--- src/rtl/antitheft_timer.sv ---
// antitheft_timer: reprogrammable countdown timer with 1 Hz tick generator for the alarm controller
module antitheft_timer #(
  parameter int         CLK_HZ     = 100_000_000,
  parameter logic [3:0] DEF_ARM    = 4'd6,
  parameter logic [3:0] DEF_DRIVER = 4'd8,
  parameter logic [3:0] DEF_PASS   = 4'd15,
  parameter logic [3:0] DEF_ALARM  = 4'd10
) (
  input  logic       clock,
  input  logic       reset,
  input  logic [1:0] time_param_sel,
  input  logic [3:0] time_value,
  input  logic       reprogram,
  input  logic       start_timer,
  input  logic [1:0] interval,
  output logic       one_hz_enable,
  output logic       expired,
  output logic       busy,
  output logic [3:0] count
);
  localparam int W = $clog2(CLK_HZ);
  localparam logic [W-1:0] DMAX = W'(CLK_HZ - 1);
  typedef enum logic [1:0] {IDLE, RUN, DONE} state_t;
  state_t state, next;
  logic [3:0][3:0] param;
  logic [W-1:0] div;
  logic tick;
  assign tick = div == DMAX;
  // a load wins in every state; a tick only matters while running
  always_comb begin
    next = state;
    next = start_timer ? RUN :
           state == DONE ? IDLE :
           (state == RUN && tick && count == 4'd1) ? DONE : state;
  end
  always_ff @(posedge clock or negedge reset) begin
    if (!reset) begin
      state         <= IDLE;
      param         <= {DEF_ALARM, DEF_PASS, DEF_DRIVER, DEF_ARM};
      div           <= '0;
      one_hz_enable <= 1'b0;
      expired       <= 1'b0;
      busy          <= 1'b0;
      count         <= 4'd0;
    end else begin
      state         <= next;
      busy          <= next == RUN;
      expired       <= next == DONE;
      one_hz_enable <= tick;
      div           <= (start_timer || tick) ? '0 : div + 1'b1;
      count         <= start_timer ? param[interval] :
                       (state == RUN && tick) ? count - 4'd1 : count;
      if (reprogram) param[time_param_sel] <= (time_value == 4'd0) ? 4'd1 : time_value;
    end
  end
endmodule

--- config.mk ---
export PLATFORM = sky130hd
export DESIGN_NAME = antitheft_timer
export DESIGN_NICKNAME = d
export VERILOG_FILES = /design/src/rtl/antitheft_timer.sv
export SDC_FILE = /design/constraint.sdc
export NUM_CORES = 1
export LEC_CHECK = 0
export CAP_MARGIN = 30
export CORE_MARGIN = 3
export CORE_UTILIZATION = 57
export DETAILED_ROUTE_END_ITERATION = 10
export DONT_BUFFER_PORTS = 1
export PLACE_DENSITY = 0.73
export SLEW_MARGIN = 25
export SYNTH_ARGS = -nofsm -noshare
export SYNTH_HDL_FRONTEND = slang
export SYNTH_SLANG_ARGS = --single-unit
--- constraint.sdc ---
create_clock -name clock -period 1.75 [get_ports clock]
set_clock_uncertainty 0.2 [all_clocks]
set_input_delay 0.2625 -clock clock [delete_from_list [all_inputs] [get_ports clock]]
set_output_delay 0.2625 -clock clock [all_outputs]
set_load 0.02 [all_outputs]
==> results of run 1 <==
-- per-layer routing --
metal	vias up	wire length [microns]	GRT usage [%]
met1	1039	2638	30.96
met4	0	88	8.048
met3	8	178	5.405
met2	36	2870	38.09
li1	1019	-	-
met5	-	0	0
-- final timing paths --
| kind | startpoint | to | depth (start not counted) |
|---|---|---|---|
| max | div[17]$_DFF_PN0_ | count[1]$_DFFE_PN0P_ | 4 |
| min | start_timer | count[3]$_DFFE_PN0P_ | 3 |
| max reg2reg | div[17]$_DFF_PN0_ | count[1]$_DFFE_PN0P_ | 4 |
| min reg2reg | param[12]$_DFFE_PN0P_ | param[12]$_DFFE_PN0P_ | 2 |
| max in group asynchronous | reset | param[10]$_DFFE_PN1P_ | 2 |
| min in group asynchronous | reset | expired$_DFF_PN0_ | 2 |
-- kinds of logic after synthesis --
logic type      share of synthesized area, %
fa+ha+maj                              1.416
compound gates                         10.00
flops                                  49.50
mux                                    8.495
buf+inv                                3.775
xor+xnor                               3.634
simple gates                           23.17
-- worst max-delay path: stages (launching register included) --
cell	delay, ps
dfrtp_2	440
nor4_4	310
nand4_4	190
or4_4	520
o311ai_2	100
-- repair_timing --
action,CTS,global route
hold endpoints to repair,73,0
setup buffers,2,3
gates cloned,0,0
hold buffers,7,0
setup endpoints to repair,35,35
gates resized for setup,16,7
pin swaps,12,3
-- cell usage after synthesis (3+ instances only) --
cell type | number | area (sq um)
nand2_1 | 19 | 71.32
dfrtp_1 | 43 | 1076
nor3_1 | 3 | 15.01
xor2_1 | 9 | 78.83
or4_1 | 12 | 90.09
mux4_2 | 4 | 90.09
o21ai_0 | 7 | 35.03
nand4_1 | 7 | 43.79
nand3_1 | 9 | 45.04
mux2_2 | 12 | 135.1
buf_6 | 4 | 45.04
nand3b_1 | 3 | 22.52
and4_1 | 6 | 52.55
inv_1 | 6 | 22.52
ha_1 | 3 | 37.54
dfstp_2 | 9 | 236.5
a21oi_1 | 16 | 80.08
nor2_1 | 21 | 78.83
or3_1 | 4 | 25.02
o31ai_1 | 11 | 82.58
and3_1 | 4 | 25.02
-- where the power goes --
| part | switching, mW | internal, mW | total, mW |
|---|---|---|---|
| Sequential | 0.0655 | 1.33 | 1.39 |
| Clock | 0.395 | 0.432 | 0.828 |
| Combinational | 0.183 | 0.186 | 0.369 |
-- final cells by class --
type / instances / area share (%)
timing repair buffer: 62 / 15.51
multi-input combinational: 175 / 40.00
clock buffer: 6 / 2.132
sequential: 52 / 38.64
clock inverter: 2 / 1.140
inverter: 6 / 0.6618
tap: 52 / 1.912
-- stage by stage --
stage | setup slack (ps) | cell area [sq um] | TNS [ps]
floorplan | -91.21 | 2736 | -164.9
global placement | -130.3 | 3098 | -2602
detailed placement | -145.6 | 3098 | -2845
CTS | -94.00 | 3356 | -1977
global route | -213.7 | 3403 | -5511
finish | -113.6 | 3403 | -1832
-- state kept, by name (all words and copies together) (netlist names) --
| signal | flops |
|---|---|
| param | 16 |
| expired | 1 |
| busy | 1 |
| one_hz_enable | 1 |
| div | 27 |
| count | 4 |
| state | 2 |
-- layout by cell type (no fill, tap or decap), types with 4 or more instances in the layout --
cell type and n:
buf_4 50, dfrtp_1 41, nand2_1 19, nor2_1 15
a21oi_1 14, mux2_2 12, o31ai_1 11, or4_1 10
xor2_1 9, dfstp_2 9, nand4_1 7, nand3_1 7
inv_1 6, o21ai_0 6, nor2_2 6, dlygate4sd3_1 6
clkbuf_8 5, or3_1 4, mux4_2 4, buf_6 4
==> impl_metrics.env, run 1 <==
export IMPL_stdcell_count=355
export IMPL_synth_edf_count=0
export IMPL_wl_per_cell_microns=16.27
export IMPL_syn_nets=258
export IMPL_grt_overflow=0
export IMPL_cts_buffer_depth=2
export IMPL_failed_checks="negative setup slack"
export IMPL_setup_viol=32
export IMPL_synthFlopType="dfrtp_1"
export IMPL_relSlewSlack_pct=76.60
export IMPL_start_util_pct=60.06
export IMPL_root_buffer="clkbuf_8"
export IMPL_path_clk_slew_ps=100
export IMPL_hp_class="primary input to flop"
export IMPL_report_final_slew_viol_count=0
export IMPL_syn_area_sq_mm=0.002651
export IMPL_routabilityCongestion=0.8399
export IMPL_async_reset_ff_share_pct=100.0
export IMPL_drcViolationCount=0
export IMPL_grt_util_all_layers_pct=23.42
export IMPL_clkLatencyLatePin_ps=300
export IMPL_antenna_found_initial=0
export IMPL_cts_tree="yes"
export IMPL_worst_r2r_setup_slack_ps=-110
export IMPL_cp_max_fo=6
export IMPL_dr_pass1_iters=4
export IMPL_status="finished with violations"
export IMPL_nets=317
export IMPL_rsz0062_at_grt="true"
export IMPL_multi_input_area_sq_mm=0.001361
export IMPL_power_leakage_nw=1.439
export IMPL_ff_latch_area_sq_mm=0.001315
export IMPL_max_freq_mhz=536.6
export IMPL_cts_made_buffers=5
export IMPL_path_class="flop to flop"
export IMPL_end_kind="flop"
export IMPL_wl_microns=5775
export IMPL_setup_ws_ps=-113.6
export IMPL_ant_nets=0
export IMPL_die_area_sq_mm=0.005506
export IMPL_dr_first_iter_drc_count=99
export IMPL_avgSynthCellArea_sq_um=10.91
export IMPL_hpwl_microns=3903
export IMPL_area_delta_synth_final_pct=28.36
export IMPL_place_port_buffers=0
export IMPL_rows=24
export IMPL_dp_cells=335
export IMPL_timing_hold_ws_ps=10.38
export IMPL_grt_max_degree=53
export IMPL_die_h_microns=74.20
export IMPL_power_mw=2.588
export IMPL_fin_util_pct=77.10
export IMPL_h_tree_depth=2
export IMPL_report_final_hold_viol_count=0
export IMPL_core_sq_mm=0.004414
export IMPL_critPathRequiredTime_ps=1750
export IMPL_max_cap_violations=0
export IMPL_numClockSinks=52
export IMPL_period_needed_ps=1864
export IMPL_io_pins=19
export IMPL_synth_seq_area_share_pct=49.50
export IMPL_critical_path_arrival_ps=1860
export IMPL_synth_seq_cells=52
export IMPL_diodes=0
export IMPL_dieWidth_microns=74.20
export IMPL_via_count=2102
export IMPL_yosysWarnings=0
export IMPL_grt_pass1_wl_microns=9887
export IMPL_synth_cells=243
export IMPL_ir_drop_v=0.0007482
export IMPL_period_share_pct=106.5
export IMPL_drive_gt1_share_pct=38.94
export IMPL_fillers=272
export IMPL_viasPerCell=5.921
export IMPL_power_density_mw_per_mm2=760.6
export IMPL_worstMarginPinSlew_ps=349.8
export IMPL_yosys_cell_types_count=44
export IMPL_worst_setup_path_start_kind="flop"
export IMPL_grt_pass1_vias=2235
Power figures use the tool's default switching activity.
==> run 2, diff against run 1 <==
CORE_UTILIZATION = 43   (was 57)
GPL_TIMING_DRIVEN = 0   (was not set)
PLACE_DENSITY = 0.58   (was 0.73)
==> run 2 against run 1 <==
Compared with the run above:
- the run still ends with negative setup slack left
- hold slack improved by 12 ps
- sequential power rose by 3%
- first-iteration DRC count is 8.1% lower
- non-clock buffer count shrank 2
- count of clock-buffer cells in the layout down 1
- flip-flop and latch count is the same
- clock power grew 3.1%
==> impl_metrics.env, run 2 (synthesis gave the netlist of run 1 again) <==
export IMPL_top_register="div"
export IMPL_power_density_mw_per_mm2=732.2
export IMPL_cts_tree="yes"
export IMPL_max_cap_violations=0
export IMPL_hpwl_microns=3621
export IMPL_core_sq_mm=0.005743
export IMPL_wl_microns=6342
export IMPL_period_share_pct=110.5
export IMPL_reg2reg_depth=4
export IMPL_dr_first_iter_drc_count=91
export IMPL_drcViolationCount=0
export IMPL_max_freq_mhz=517.2
export IMPL_place_port_buffers=0
export IMPL_report_final_hold_viol_count=0
export IMPL_worst_setup_path_start_kind="flop"
export IMPL_wl_per_cell_microns=16.96
export IMPL_crit_buf_inv=0
export IMPL_fin_area_sq_mm=0.003558
export IMPL_crit_path_top_delay_cell="or4_1"
export IMPL_viasPerCell=5.730
export IMPL_setup_viol=35
export IMPL_failed_checks="negative setup slack"
export IMPL_rows=27
export IMPL_die_area_sq_mm=0.007144
export IMPL_status="finished with violations"
export IMPL_critPathTopFamily="simple AND/OR/NAND/NOR gates"
export IMPL_h_tree_depth=2
export IMPL_largest_register_ffs=27
export IMPL_numClockSinks=52
export IMPL_routabilityCongestion=0.7629
export IMPL_grt_max_degree=53
export IMPL_setup_ws_ps=-183.6
export IMPL_antenna_found_initial=0
export IMPL_final_common_cell="dfrtp_1"
export IMPL_root_buffer="clkbuf_8"
export IMPL_ff_latch_area_sq_mm=0.001316
export IMPL_dr_pass1_iters=4
export IMPL_path_class="flop to flop"
export IMPL_power_leakage_nw=1.424
export IMPL_via_count=2143
export IMPL_grt_util_all_layers_pct=18.36
export IMPL_clkLatencyLatePin_ps=310
export IMPL_reg_top3="div x27, param x16, count x4"
export IMPL_crit_path_max_incr_delay_ps=560
export IMPL_die_h_microns=84.52
export IMPL_cts_buffer_depth=2
export IMPL_grt_pass1_vias=2101
export IMPL_worstMarginPinSlew_ps=742.6
export IMPL_fillers=474
export IMPL_period_needed_ps=1934
export IMPL_start_util_pct=46.17
export IMPL_worstPathCellList="nor4b_4, nand4_4, or4_1, o211ai_1"
export IMPL_drive_gt1_share_pct=44.37
export IMPL_critPathRequiredTime_ps=1790
export IMPL_critical_path_arrival_ps=1970
export IMPL_dieWidth_microns=84.52
export IMPL_placedInstanceArea_sq_mm=0.002826
export IMPL_path_clk_slew_ps=100
export IMPL_nets=316
export IMPL_relSlewSlack_pct=50.39
export IMPL_path_depth=4
export IMPL_multi_input_area_sq_mm=0.001444
export IMPL_grt_overflow=0
export IMPL_rsz0062_at_grt="true"
export IMPL_cp_max_fo=7
export IMPL_ant_nets=0
export IMPL_area_delta_synth_final_pct=34.21
export IMPL_grt_pass1_wl_microns=10520
export IMPL_final_cell_mix="dfrtp_1, buf_4, nand2_1, nor2_2, mux2_2"
export IMPL_cts_made_buffers=5
export IMPL_holdPathStages=3
export IMPL_io_pins=19
export IMPL_hp_class="primary input to flop"
export IMPL_ir_drop_v=0.0004968
export IMPL_diodes=0
export IMPL_end_kind="flop"
export IMPL_place_ws_ps=-254.7
export IMPL_report_final_slew_viol_count=0
==> run 2: cell types whose count changed in the layout (fill, tap and decap cells not counted), sizes merged <==
cell,change
clkbuf,+1
nand4,+1
clkinvlp,+1
buf,-4
==> run 2: power breakdown <==
part | switching [mW] | internal, mW
clock | 0.423 | 0.431
sequential | 0.103 | 1.33
combinational | 0.148 | 0.175
total | 0.674 | 1.93
==> run 2: cell type report <==
class	count	area share [%]
buffer	10	2.989
clock buffer	5	1.934
clock inverter	3	1.301
inverter	6	0.6329
multi-input combinational	176	40.58
sequential	52	36.99
tap	72	2.532
timing repair buffer	50	13.05
==> run 2: path summary, 6_finish.rpt <==
path / to / start / slack [ps]
max: count[0]$_DFFE_PN0P_ / div[10]$_DFF_PN0_ / -180
min: param[0]$_DFFE_PN0P_ / time_param_sel[1] / 20
max reg2reg: count[0]$_DFFE_PN0P_ / div[10]$_DFF_PN0_ / -180
min reg2reg: param[12]$_DFFE_PN0P_ / param[12]$_DFFE_PN0P_ / 280
max in group asynchronous: param[15]$_DFFE_PN1P_ / reset / 790
min in group asynchronous: one_hz_enable$_DFF_PN0_ / reset / 260
==> run 2: through the flow <==
step / power [mW] / instances / hold slack, ps / util (%) / setup TNS (ps)
after floorplan: 1.625 / 243 / -233.1 / - / -164.9
after global placement: 1.678 / 315 / -231.7 / 49.22 / -7199
after detailed placement: 1.685 / 315 / -231.7 / 49.22 / -6821
after CTS: 2.622 / 366 / 14.30 / 59.80 / -3838
after global routing: 2.736 / 374 / 59.86 / 61.96 / -6815
final: 2.606 / 374 / 22.77 / 61.96 / -4374
==> run 2: timing repair <==
action	in CTS	in global routing
pin swaps	25	1
gates cloned	5	0
setup buffers	31	9
hold endpoints to repair	70	0
gates resized for setup	34	20
hold buffers	7	0
endpoints found under the setup margin	35	35
==> run 2: metal layers <==
metal / up-vias / track usage [%] / wire length [microns]
li1: 1028 / - / -
met1: 1076 / 26.15 / 3004
met2: 35 / 28.90 / 3049
met3: 4 / 2.748 / 226
met4: 0 / 5.755 / 61
met5: - / 0 / 0
==> run 2: worst min-delay path: stages <==
cell     delay [ps]
nor3b_1          90
nor2_1          110
a21oi_1          40
==> run 3, diff against run 2 <==
CAP_MARGIN = 20   (was 30)
==> results of run 3 <==
No change in the layout: final DEF, timing and power equal those of run 2.
